===== config.mk =====
export PLATFORM = sky130hd
export DESIGN_NAME = i2c_slave
export DESIGN_NICKNAME = d
export VERILOG_FILES = /design/src/rtl/i2c_slave_pkg.sv /design/src/rtl/i2c_slave_filter.sv /design/src/rtl/i2c_slave.sv
export SDC_FILE = /design/constraint.sdc
export NUM_CORES = 1
export LEC_CHECK = 0
export ABC_AREA = 1
export BUFFER_PORTS_ARGS = -buffer_cell sky130_fd_sc_hd__buf_2
export CORE_ASPECT_RATIO = 0.7
export CORE_MARGIN = 10
export CORE_UTILIZATION = 33
export CTS_CLUSTER_DIAMETER = 60
export DETAILED_ROUTE_END_ITERATION = 7
export PLACE_DENSITY_LB_ADDON = 0.05
export SYNTH_ARGS = -nofsm -noshare
export SYNTH_HDL_FRONTEND = slang
export SYNTH_SLANG_ARGS = --single-unit

===== constraint.sdc =====
create_clock -name clk -period 1.9 [get_ports clk]
set_clock_uncertainty 0.05 [all_clocks]
set_input_delay 0 -clock clk [delete_from_list [all_inputs] [get_ports clk]]
set_output_delay 0 -clock clk [all_outputs]
set_load 0.1 [all_outputs]

===== src/rtl/i2c_slave_pkg.sv =====
// Shared types and helpers for the I2C target front end.
package i2c_slave_pkg;

  typedef enum logic [3:0] {
    ST_IDLE,
    ST_ADDR,
    ST_ADDR_ACK,
    ST_CMD,
    ST_CMD_ACK,
    ST_WR,
    ST_WR_ACK,
    ST_RD,
    ST_RD_ACK
  } i2c_state_e;

  // Glitch-filter length in clk cycles, roughly 50 ns.
  function automatic int unsigned filt_len(input int unsigned clk_freq);
    return (clk_freq / 20 > 1) ? clk_freq / 20 : 1;
  endfunction

endpackage


===== src/rtl/i2c_slave_filter.sv =====
// Synchronizes and glitch-filters SCL/SDA, then flags SCL edges and START/STOP.
module i2c_slave_filter #(
  parameter int unsigned FLT_LEN = 5
) (
  input  logic clk,
  input  logic rst_n,
  input  logic scl_i,
  input  logic sda_i,
  output logic sda_o,
  output logic scl_rise_o,
  output logic scl_fall_o,
  output logic start_o,
  output logic stop_o
);

  localparam int unsigned CW = (FLT_LEN > 1) ? $clog2(FLT_LEN + 1) : 1;
  localparam logic [CW-1:0] CNT_LOAD = CW'(FLT_LEN - 1);

  // index 0 = SCL, index 1 = SDA
  logic [1:0]    sync1_q, sync2_q, filt_q, prev_q;
  logic [CW-1:0] cnt_q [2];

  always_ff @(posedge clk or negedge rst_n) begin
    if (!rst_n) begin
      sync1_q <= 2'b11;
      sync2_q <= 2'b11;
      filt_q  <= 2'b11;
      prev_q  <= 2'b11;
      cnt_q[0] <= CNT_LOAD;
      cnt_q[1] <= CNT_LOAD;
    end else begin
      sync1_q <= {sda_i, scl_i};
      sync2_q <= sync1_q;
      prev_q  <= filt_q;
      for (int i = 0; i < 2; i++) begin
        // Down-counter restarts whenever the raw level agrees with the filtered one.
        if (sync2_q[i] == filt_q[i]) begin
          cnt_q[i] <= CNT_LOAD;
        end else if (cnt_q[i] == '0) begin
          filt_q[i] <= sync2_q[i];
          cnt_q[i]  <= CNT_LOAD;
        end else begin
          cnt_q[i] <= cnt_q[i] - 1'b1;
        end
      end
    end
  end

  assign sda_o      = filt_q[1];
  assign scl_rise_o = filt_q[0] & ~prev_q[0];
  assign scl_fall_o = ~filt_q[0] & prev_q[0];
  assign start_o    = filt_q[0] & prev_q[0] & prev_q[1] & ~filt_q[1];
  assign stop_o     = filt_q[0] & prev_q[0] & ~prev_q[1] & filt_q[1];

endmodule


===== src/rtl/i2c_slave.sv =====
// I2C target: bus transactions to a single-register write strobe / read port.
//   state    | meaning
//   IDLE     | waiting for START
//   ADDR     | shifting in device address + R/W
//   ADDR_ACK | driving ACK for our address
//   CMD      | shifting in register pointer
//   CMD_ACK  | driving ACK for register pointer
//   WR       | shifting in a write data byte
//   WR_ACK   | driving ACK for a write data byte
//   RD       | driving read data, MSB first
//   RD_ACK   | SDA released, sampling master ACK/NACK
module i2c_slave
  import i2c_slave_pkg::*;
#(
  parameter int unsigned CLK_FREQ = 100
) (
  input  logic       clk,
  input  logic       rst_n,
  input  logic [7:0] slave_addr,
  output logic [7:0] reg_addr,
  output logic       wr_en,
  output logic [7:0] data_out,
  input  logic [7:0] data_in,
  input  logic       scl_pad_i,
  input  logic       sda_pad_i,
  output logic       sda_pad_oen
);

  logic sda_f, scl_rise, scl_fall, start_det, stop_det;
  logic unused_addr_lsb;

  assign unused_addr_lsb = slave_addr[0];

  i2c_slave_filter #(.FLT_LEN(filt_len(CLK_FREQ))) u_filter (
    .clk        (clk),
    .rst_n      (rst_n),
    .scl_i      (scl_pad_i),
    .sda_i      (sda_pad_i),
    .sda_o      (sda_f),
    .scl_rise_o (scl_rise),
    .scl_fall_o (scl_fall),
    .start_o    (start_det),
    .stop_o     (stop_det)
  );

  i2c_state_e state_q, state_d;
  logic [3:0] cnt_q, cnt_d;
  logic [7:0] shift_q, shift_d;
  logic [7:0] reg_addr_q, reg_addr_d;
  logic [7:0] data_out_q, data_out_d;
  logic       wr_en_q, wr_en_d;
  logic       oen_q, oen_d;

  always_ff @(posedge clk or negedge rst_n) begin
    if (!rst_n) begin
      state_q    <= ST_IDLE;
      cnt_q      <= '0;
      shift_q    <= '0;
      reg_addr_q <= '0;
      data_out_q <= '0;
      wr_en_q    <= 1'b0;
      oen_q      <= 1'b1;
    end else begin
      state_q    <= state_d;
      cnt_q      <= cnt_d;
      shift_q    <= shift_d;
      reg_addr_q <= reg_addr_d;
      data_out_q <= data_out_d;
      wr_en_q    <= wr_en_d;
      oen_q      <= oen_d;
    end
  end

  always_comb begin
    state_d    = state_q;
    cnt_d      = cnt_q;
    shift_d    = shift_q;
    reg_addr_d = reg_addr_q;
    data_out_d = data_out_q;
    wr_en_d    = 1'b0;
    oen_d      = oen_q;
    if (start_det) begin
      state_d = ST_ADDR;
      cnt_d   = '0;
      oen_d   = 1'b1;
    end else if (stop_det) begin
      state_d = ST_IDLE;
      oen_d   = 1'b1;
    end else begin
      case (state_q)
        ST_ADDR, ST_CMD, ST_WR: begin
          if (scl_rise && cnt_q != 4'd8) begin
            shift_d = {shift_q[6:0], sda_f};
            cnt_d   = cnt_q + 4'd1;
          end else if (scl_fall && cnt_q == 4'd8) begin
            cnt_d = '0;
            oen_d = 1'b0;
            if (state_q == ST_ADDR) begin
              if (shift_q[7:1] == slave_addr[7:1]) begin
                state_d = ST_ADDR_ACK;
              end else begin
                state_d = ST_IDLE;
                oen_d   = 1'b1;
              end
            end else if (state_q == ST_CMD) begin
              reg_addr_d = shift_q;
              state_d    = ST_CMD_ACK;
            end else begin
              data_out_d = shift_q;
              wr_en_d    = 1'b1;
              state_d    = ST_WR_ACK;
            end
          end
        end
        ST_ADDR_ACK: begin
          if (scl_fall) begin
            // R/W bit is still in shift_q[0] from the address byte.
            if (shift_q[0]) begin
              state_d = ST_RD;
              shift_d = data_in;
              oen_d   = data_in[7];
              cnt_d   = 4'd1;
            end else begin
              state_d = ST_CMD;
              oen_d   = 1'b1;
            end
          end
        end
        ST_CMD_ACK, ST_WR_ACK: begin
          if (scl_fall) begin
            state_d = ST_WR;
            oen_d   = 1'b1;
          end
        end
        ST_RD: begin
          if (scl_fall) begin
            if (cnt_q == 4'd8) begin
              state_d = ST_RD_ACK;
              oen_d   = 1'b1;
            end else begin
              shift_d = {shift_q[6:0], 1'b0};
              oen_d   = shift_q[6];
              cnt_d   = cnt_q + 4'd1;
            end
          end
        end
        ST_RD_ACK: begin
          // NACK leaves at the rising edge, so a falling edge here means ACK.
          if (scl_rise && sda_f) begin
            state_d = ST_IDLE;
          end else if (scl_fall) begin
            state_d = ST_RD;
            shift_d = data_in;
            oen_d   = data_in[7];
            cnt_d   = 4'd1;
          end
        end
        default: ;
      endcase
    end
  end

  assign reg_addr    = reg_addr_q;
  assign data_out    = data_out_q;
  assign wr_en       = wr_en_q;
  assign sda_pad_oen = oen_q;

endmodule


# Yosys cells after proc, flatten, opt, wreduce, memory -nomap -nowiden
# Index checks and enable logic that the tools add are counted.
[word_totals]
output_inout_bits = 18
word_cells = 151
input_bits = 20
ff_bits = 48
[classes]
muxes = 59
n_eq_ne = 37
bitwise_logic = 18
reduce_logical = 19
n_addsub = 3
[op_table]
columns = ["op", "count"]
rows = [
  ["two-way mux 4 bit", 21],
  ["two-way mux 8 bit", 7],
  ["!= test 4 bit, second input constant", 10],
  ["one-hot mux 8 bit (4 select lines)", 1],
  ["two-way mux 1 bit", 20],
  ["one-hot mux 4 bit (5 select lines)", 1],
  ["!= test 3 bit, second input constant", 6],
  ["AND reduction 9 bit", 2],
  ["equality test 4 x 3 -> 1 bit, second input constant", 4],
  ["!= test 2 bit, second input constant", 8],
  ["one-hot mux 4 bit (4 select lines)", 1],
  ["AND reduction 8 bit", 2],
  ["two-way mux 3 bit", 5],
  ["AND reduction 7 bit", 2],
  ["inverter 1 bit", 11],
  ["AND reduction 10 bit", 1],
  ["equality test 4 x 2 -> 1 bit, second input constant", 2],
  ["equality test 4 bit, second input constant", 2],
  ["bitwise AND 1 bit", 7],
  ["equality test 7 bit", 1],
  ["nonzero test 7 bit", 1],
  ["logical NOT 3 bit", 2],
  ["subtractor 3 x 1 -> 3 bit, second input constant", 2],
  ["!= test 5 bit, second input constant", 1],
  ["11 further kinds", 16],
]

# Depth between registers and ports, before layout
# Gate-level depths: netlist of run 1.
[depth]
depth_word = 8
mapped_depth = 12
mapped_depth_nobuf = 12

# Hierarchy
# From an unflattened synthesis of run 1, not the netlist that was laid out.
[hier_totals]
cells_unflattened = 366
area_unflattened_um2 = 2720.1
[modules_own_cells]
columns = ["module", "n_inst", "seq_area_each_um2", "area_per_inst_um2", "cells_per_inst"]
rows = [
  ["i2c_slave", 1, 852.1, 2165.8, 313],
  ["i2c_slave_filter", 1, 362.8, 554.3, 53],
]

# Worst setup path after synthesis of run 1
# OpenSTA, ideal clock, no wires.
[synth_path]
path_type = "register to register"
start = "register cnt_q[0]"
end = "register reg_addr_q[5], in the netlist reg_addr[5]"
path_stages_with_launch = 11
arrival_time_ps = 1566
required_time_ps = 1721
setup_ps = 129
path_slack_ps = 155
n_path_buf = 1
synth_period_minus_slack_ps = 1745
cell_sequence = "dfrtp_1 > inv_1 > ha_1 > nand2_1 > nor2_1 > nand2_1 > inv_1 > nand3_1 > buf_2 > nand2_1 > o21ai_0"
[synth_via]
elab_chain_cells = 4
elab_cells_between_ends = 6
classes_between = "eq/ne (2); bitwise (1); reduce/logical (3)"
[synth_lines]
columns = ["item", "line_no", "rtl"]
rows = [
  ["start, declared", "i2c_slave.sv:47", "logic [3:0] cnt_q, cnt_d;"],
  ["start signal, assigned", "i2c_slave.sv:65", "cnt_q <= cnt_d;"],
  ["!= test 4 bit", "i2c_slave.sv:92", "if (scl_rise && cnt_q != 4'd8) begin"],
  ["logical AND 1 bit", "i2c_slave.sv:92", ""],
  ["inverter 1 bit (no source line)", "n/a", ""],
  ["AND reduction 7 bit (no source line) (*)", "n/a", ""],
  ["end signal, assigned", "i2c_slave.sv:67", "reg_addr_q <= reg_addr_d;"],
  ["end, declared", "i2c_slave.sv:49", "logic [7:0] reg_addr_q, reg_addr_d;"],
]
# Mark *: on every way between the ends. The rest lies on a longest branch, timed or not.
# A chain may end at the register's enable or synchronous reset.

# Worst setup path after layout of run 1
[layout_path]
start = "register u_filter.filt_q[1]"
end = "register shift_q[3]"
[layout_via]
elab_chain_cells = 4
elab_cells_between_ends = 8
classes_between = "eq/ne (1); bitwise (5); reduce/logical (2)"
[layout_lines]
columns = ["item", "line_no", "rtl"]
rows = [
  ["start, declared", "i2c_slave_filter.sv:20", "logic [1:0] sync1_q, sync2_q, filt_q, prev_q;"],
  ["start signal, assigned by index", "i2c_slave_filter.sv:40", "filt_q[i] <= sync2_q[i];"],
  ["inverter 1 bit", "i2c_slave_filter.sv:52", "assign start_o = filt_q[0] & prev_q[0] & prev_q[1] & ~filt_q[1];"],
  ["bitwise AND 1 bit", "i2c_slave_filter.sv:52", ""],
  ["inverter 1 bit (no source line)", "n/a", ""],
  ["AND reduction 10 bit (no source line) (*)", "n/a", ""],
  ["end signal, assigned", "i2c_slave.sv:66", "shift_q <= shift_d;"],
  ["end, declared", "i2c_slave.sv:48", "logic [7:0] shift_q, shift_d;"],
]
# Marked as above.

==> results.cfg, run 1 <==
[cells_and_area]
fin_nets = 513
drive_gt1_share_pct = 26.7
antenna_cells = 0
final_cells = 610
synthToLayoutAreaGrowth_pct = 30.7
stdcell_area_um2 = 3730

[clock_tree]
clock-sinks = 48
clk-insertion-delay-late_ns = 0.30
cts_tree = done
path_clk_slew_ns = 0.07
postCtsSetupRepairBufs = 0
ctsHtreeMaxLevel = 2
cts_max_path_buffers = 2
root_buffer = clkbuf_16
cts_buffers = 5

[power]
p_int_w = 0.00340
p_sw_share_pct = 47.8
p_seq_share_pct = 24.9
power_switching_w = 0.00311
vdd_drop_max_v = 0.000785
pwr-share-clk_pct = 15.9
power_leakage_nw = 2.00
powerDensity_nw_per_um2 = 1750
comb_power_share_pct = 59.2

[synth]
synthCells = 411
ys_seq_area_share_pct = 42.5
synth-seq-cells = 48
ys_warn_count = 0
synth_area_um2 = 2860
async_flop_share_pct = 100
synth_ff_type = dfrtp_1
synth.avg_cell_area_um2 = 6.95
synth_edf_count = 0
synth.distinct_cells = 28
syn_nets = 435

[timing]
min_period_over_period_pct = 93.1
hold_violations = 0
finalSetupViolations = 0
worst_pin_slew_ns = 0.499
maxSlewViolCount = 0
slew_headroom_pct = 67.0
timing.hold.ws_ns = 0.0587
setup_tns_ns = 0
fmax_ghz = 0.565
rsz0062_at_grt = true
post-route-min-period_ns = 1.77

[placement]
port_buffers = 36
dp.final_hpwl_mm = 6.20
place.gp.congestion = 0.881
placed_cell_area_um2 = 3470
placedCellCount = 598

[route]
drt_wl_total_mm = 7.86
vias_per_cell = 4.54
drt-initial-drc-count = 228
wl_per_cell_um = 12.9
vias = 2771
route.detailed.drc = 0
firstDrtPassIters = 4
ant_nets = 0

[global_route]
grt_pass1_vias = 2575
grt_pass1_wl_mm = 13.2
grt_max_degree = 49
grt.total_usage_pct = 12.4
grt_antenna_before_repair = 0
grt-ovfl-total = 0

[floorplan]
ios = 38
die_h_um = 97.8
num_rows = 28
core-area_um2 = 8440
initial_utilization_pct = 33.8
dieArea_um2 = 12800
chipWidth_um = 131

[critical_path]
required_ns = 2.04
cp-start-kind = register
cp_max_fo = 7
rrSetupSlack_ns = 0.13
end_kind = register
arrival_ns = 1.91
critical_path_class = register to register

[outcome]
outcome = finished clean

[min_path]
hold_class = primary input to register

[flow_run]
maxCapViolations = 0
## cells by family after synthesis
logic type / count (synthesis) / share of synthesized area, %
AO/OA/AOI/OAI: 29 / 5.69
XOR/XNOR: 6 / 1.84
adder cells (fa/ha/maj): 4 / 1.75
buffers and inverters: 47 / 6.53
flip-flops: 48 / 42.5
multiplexers: 1 / 0.394
AND/OR/NAND/NOR: 276 / 41.3
## stage by stage
step           util (%)  power, W  setup WS (ns)
2_1_floorplan         -   0.00403          0.155
3_3_place_gp       41.0   0.00538         0.0593
3_5_place_dp       41.0   0.00538         0.0370
4_1_cts            43.6   0.00646         0.0641
5_1_grt            44.2   0.00709        -0.0180
6_report           44.2   0.00651          0.131
## state kept, by name, indices dropped and copies added (netlist names), 4 cells and up
| signal | flops |
|---|---|
| state_q | 4 |
| shift_q | 8 |
| reg_addr | 8 |
| data_out | 8 |
| cnt_q | 4 |
| u_filter.cnt_q | 6 |
## worst max-delay path, cell delays in order, from the launching register on
cell and delay (ns):
dfstp_2 0.59, nor2_1 0.07, nand2_2 0.06, nand2_1 0.11, inv_1 0.16, nand3_2 0.12
nor2_4 0.23, nand3_4 0.15, nand2_1 0.08, nand2_1 0.05
## synth_stat cells (5+ instances only)
cell type    n  area share, %
dfrtp_1     37             32
nand3_1     29            5.1
nand2_1    169             22
nand2_2      5            1.1
xnor2_1      5            1.5
o21ai_0     20            3.5
dfstp_2     11             10
nand4_1      9            2.0
nor2_1      49            6.4
inv_1       37            4.9
inv_2        5           0.66
## final cells by class
| cell class | count | area (um2) |
|---|---|---|
| fillers | 890 | 4710 |
| clock inverters | 3 | 46.3 |
| repair buffers | 76 | 528 |
| multi-input cells | 316 | 1510 |
| well taps | 120 | 150 |
| flip-flops and latches | 48 | 1220 |
| clock buffers | 5 | 125 |
| inverters | 42 | 158 |
## repair_timing
item | 4_1_cts | 5_1_grt
resized for setup | 1 | 18
endpoints found under the setup margin | 1 | 33
endpoints found under the hold margin | 51 | 0
pin swaps | 0 | 3
hold buffers | 4 | 0
## final timing paths
kind | startpoint | endpoint | cells past startpoint
max in group asynchronous | rst_n | sda_pad_oen$_DFFE_PN1P_ | 3
worst min register to register | u_filter.sync1_q[0]$_DFF_PN1_ | u_filter.sync2_q[0]$_DFF_PN1_ | 0
worst max register to register | u_filter.filt_q[1]$_DFFE_PN1P_ | shift_q[3]$_DFFE_PN0P_ | 9
worst min-delay path | data_in[7] | shift_q[7]$_DFFE_PN0P_ | 5
worst max-delay path | u_filter.filt_q[1]$_DFFE_PN1P_ | shift_q[3]$_DFFE_PN0P_ | 9
min in group asynchronous | rst_n | reg_addr[6]$_DFFE_PN0P_ | 3
## per-layer routing
metal  GRT usage [%]  wire (um)  part of all wire (%)
met4            3.62         81                   1.0
met2            16.9       3140                    40
met5               0          0                     0
met3            3.33        352                   4.5
met1            18.4       4290                    55
## power by group through the flow
stage / registers (W) / logic [W] / clock network [W]
3_5_place_dp: 0.00163 / 0.00376 / 0
5_1_grt: 0.00167 / 0.00430 / 0.00112
3_3_place_gp: 0.00163 / 0.00375 / 0
2_1_floorplan: 0.00208 / 0.00195 / 0
6_report: 0.00162 / 0.00386 / 0.00104
4_1_cts: 0.00161 / 0.00378 / 0.00107
## cells in the final DEF, fill, tap and decap left out, types with 9 or more instances in the layout
cell	n
nand2_1	166
nor2_1	40
inv_1	37
buf_2	36
dfrtp_1	35
buf_4	33
nand3_1	26
o21ai_0	20
nor2_2	12
dfstp_2	11
nand4_1	9
(Power assumes the default switching activity.)
==> run 2, diff against run 1 <==
clock period = 2.1 ns   (was 1.9 ns; I/O delays follow)
==> run 2 against run 1 <==
- global-route usage down 0.47 points
- routed wire length down 4.4%
- clock power about the same
- via count down 3.7%
- die area unchanged
- sequential power down 9%
- worst setup slack better by 0.063 ns
- register-to-register slack better by 0.06 ns
- worst hold slack worse by 0.0054 ns
- sequential share of layout area up 2.0 points
- sequential cell count unchanged
==> results.cfg, run 2 (synthesized netlist as in run 1, its figures left out) <==
[power]
power_leakage_nw = 1.89
p_seq_share_pct = 27.3
comb_power_share_pct = 53.4
vdd_drop_max_v = 0.000744
p_int_w = 0.00279
p_sw_share_pct = 48.7
pwr-share-clk_pct = 19.3
powerDensity_nw_per_um2 = 1550
p_total_w = 0.00544
power_switching_w = 0.00265

[cells_and_area]
final_cells = 588
antenna_cells = 0
final_cell_mix = 169 x nand2_1, 46 x nor2_1, 37 x dfrtp_1
final_common_cell = nand2_1
fillCellCount = 895
synthToLayoutAreaGrowth_pct = 22.9
fin_nets = 491
drive_gt1_share_pct = 20.3

[route]
route.detailed.drc = 0
ant_nets = 0
vias = 2668
wl_per_cell_um = 12.8
firstDrtPassIters = 4
drt_wl_total_mm = 7.51
vias_per_cell = 4.54
drt-initial-drc-count = 201

[clock_tree]
ctsHtreeMaxLevel = 2
cts_tree = done
clk-insertion-delay-late_ns = 0.29
root_buffer = clkbuf_16
postCtsSetupRepairBufs = 0
cts_max_path_buffers = 2
path_clk_slew_ns = 0.07
clock-sinks = 48
cts_buffers = 5

[placement]
port_buffers = 36
placedCellCount = 576
dp.final_hpwl_mm = 6.08
place.gp.congestion = 0.875

[global_route]
grt_pass1_vias = 2577
grt-ovfl-total = 0
grt_pass1_wl_mm = 12.8
grt.total_usage_pct = 12.0
grt_max_degree = 29
grt_antenna_before_repair = 0

[timing]
worst_pin_slew_ns = 0.612
hold_violations = 0
finalSetupViolations = 0
maxSlewViolCount = 0
min_period_over_period_pct = 90.8
fmax_ghz = 0.525
slew_headroom_pct = 59.2
post-route-min-period_ns = 1.91

[min_path]
hold_class = primary input to register
min_from = data_in[7]
hold_path_end = shift_q[7]$_DFFE_PN0P_
hold_depth = 5

[critical_path]
cp_max_fo = 7
r2r_end = state_q[3]$_DFFE_PN0P_
r2r_cells = 9
cp-start-kind = register
end_kind = register
required_ns = 2.23
r2r_start = u_filter.filt_q[0]$_DFFE_PN1P_
arrival_ns = 2.04
critical_path_class = register to register
rrSetupSlack_ns = 0.19

[floorplan]
initial_utilization_pct = 33.8
dieArea_um2 = 12800
ios = 38
num_rows = 28
die_h_um = 97.8
chipWidth_um = 131
core-area_um2 = 8440

[flow_run]
maxCapViolations = 0

[outcome]
outcome = finished clean
[run 2: cell count changes in the layout (fill, tap and decap cells not counted), moves of 2 or more]
cell	previous run	this run
nand3_2	4	1
nor2_1	40	46
dfrtp_2	2	0
buf_4	33	14
nor2_2	12	6
buf_12	3	0
nand3_1	26	29
dfrtp_1	35	37
nand2_1	166	169
nand2_2	8	5
[run 2: power groups by stage]
stage	Sequential [W]	Clock [W]	Combinational (W)
3_5_place_dp	0.00149	0	0.00289
3_3_place_gp	0.00150	0	0.00288
4_1_cts	0.00148	0.00109	0.00290
5_1_grt	0.00153	0.00112	0.00328
6_report	0.00148	0.00105	0.00290
2_1_floorplan	0.00188	0	0.00176
[run 2: metal layers]
layer | part of all wire (%) | vias to the layer above | track usage [%]
li1 | - | 1400 | -
met1 | 53 | 1202 | 17.4
met2 | 41 | 60 | 17.0
met3 | 4.7 | 6 | 2.71
met4 | 1.1 | 0 | 3.62
met5 | 0 | - | 0
[run 2: area by class of cell]
| class | instances | area, um2 | area share, % |
|---|---|---|---|
| inverter | 42 | 158 | 4.49 |
| sequential | 48 | 1210 | 34.6 |
| clock inverter | 3 | 68.8 | 1.96 |
| tap | 120 | 150 | 4.28 |
| timing repair buffer | 54 | 325 | 9.27 |
| multi-input combinational | 316 | 1470 | 41.8 |
| clock buffer | 5 | 125 | 3.57 |
[run 2: worst max-delay path, stage by stage, from the launching register on]
cell and delay (ns):
dfstp_2 0.60, nand2_1 0.10, nor2_1 0.25, nor2_1 0.16, nand2_1 0.09, nand2_1 0.07
nor2_1 0.16, nand3_1 0.17, nand2_1 0.10, nand2_1 0.05
[run 2: worst max path at each step]
stage | cells after the start | slack [ns] | end | start
floorplan | 10 | 0.35 | reg_addr[5]$_DFFE_PN0P_ | cnt_q[0]$_DFFE_PN0P_
global placement | 9 | 0.13 | data_out[0]$_DFFE_PN0P_ | cnt_q[0]$_DFFE_PN0P_
detailed placement | 9 | 0.04 | data_out[4]$_DFFE_PN0P_ | cnt_q[0]$_DFFE_PN0P_
CTS | 9 | 0.006 | data_out[4]$_DFFE_PN0P_ | cnt_q[0]$_DFFE_PN0P_
global route | 12 | -0.007 | state_q[2]$_DFFE_PN0P_ | cnt_q[0]$_DFFE_PN0P_
finish | 9 | 0.19 | state_q[3]$_DFFE_PN0P_ | u_filter.filt_q[0]$_DFFE_PN1P_
[run 2: stage by stage]
step	setup WS [ns]	utilization, %	area, um2	hold slack [ns]	setup TNS (ns)
2_1_floorplan	0.355	-	2860	-0.346	0
3_3_place_gp	0.128	38.6	3260	0.00346	0
3_5_place_dp	0.0363	38.6	3260	0.00612	0
4_1_cts	0.00639	41.4	3500	0.0539	0
5_1_grt	-0.00729	41.6	3510	0.0921	-0.00729
6_report	0.194	41.6	3510	0.0533	0
[run 2: repair_timing]
item | CTS | global route
resized for setup | 0 | 5
endpoints found under the hold margin | 24 | 0
hold buffers | 4 | 0
endpoints found under the setup margin | 0 | 28
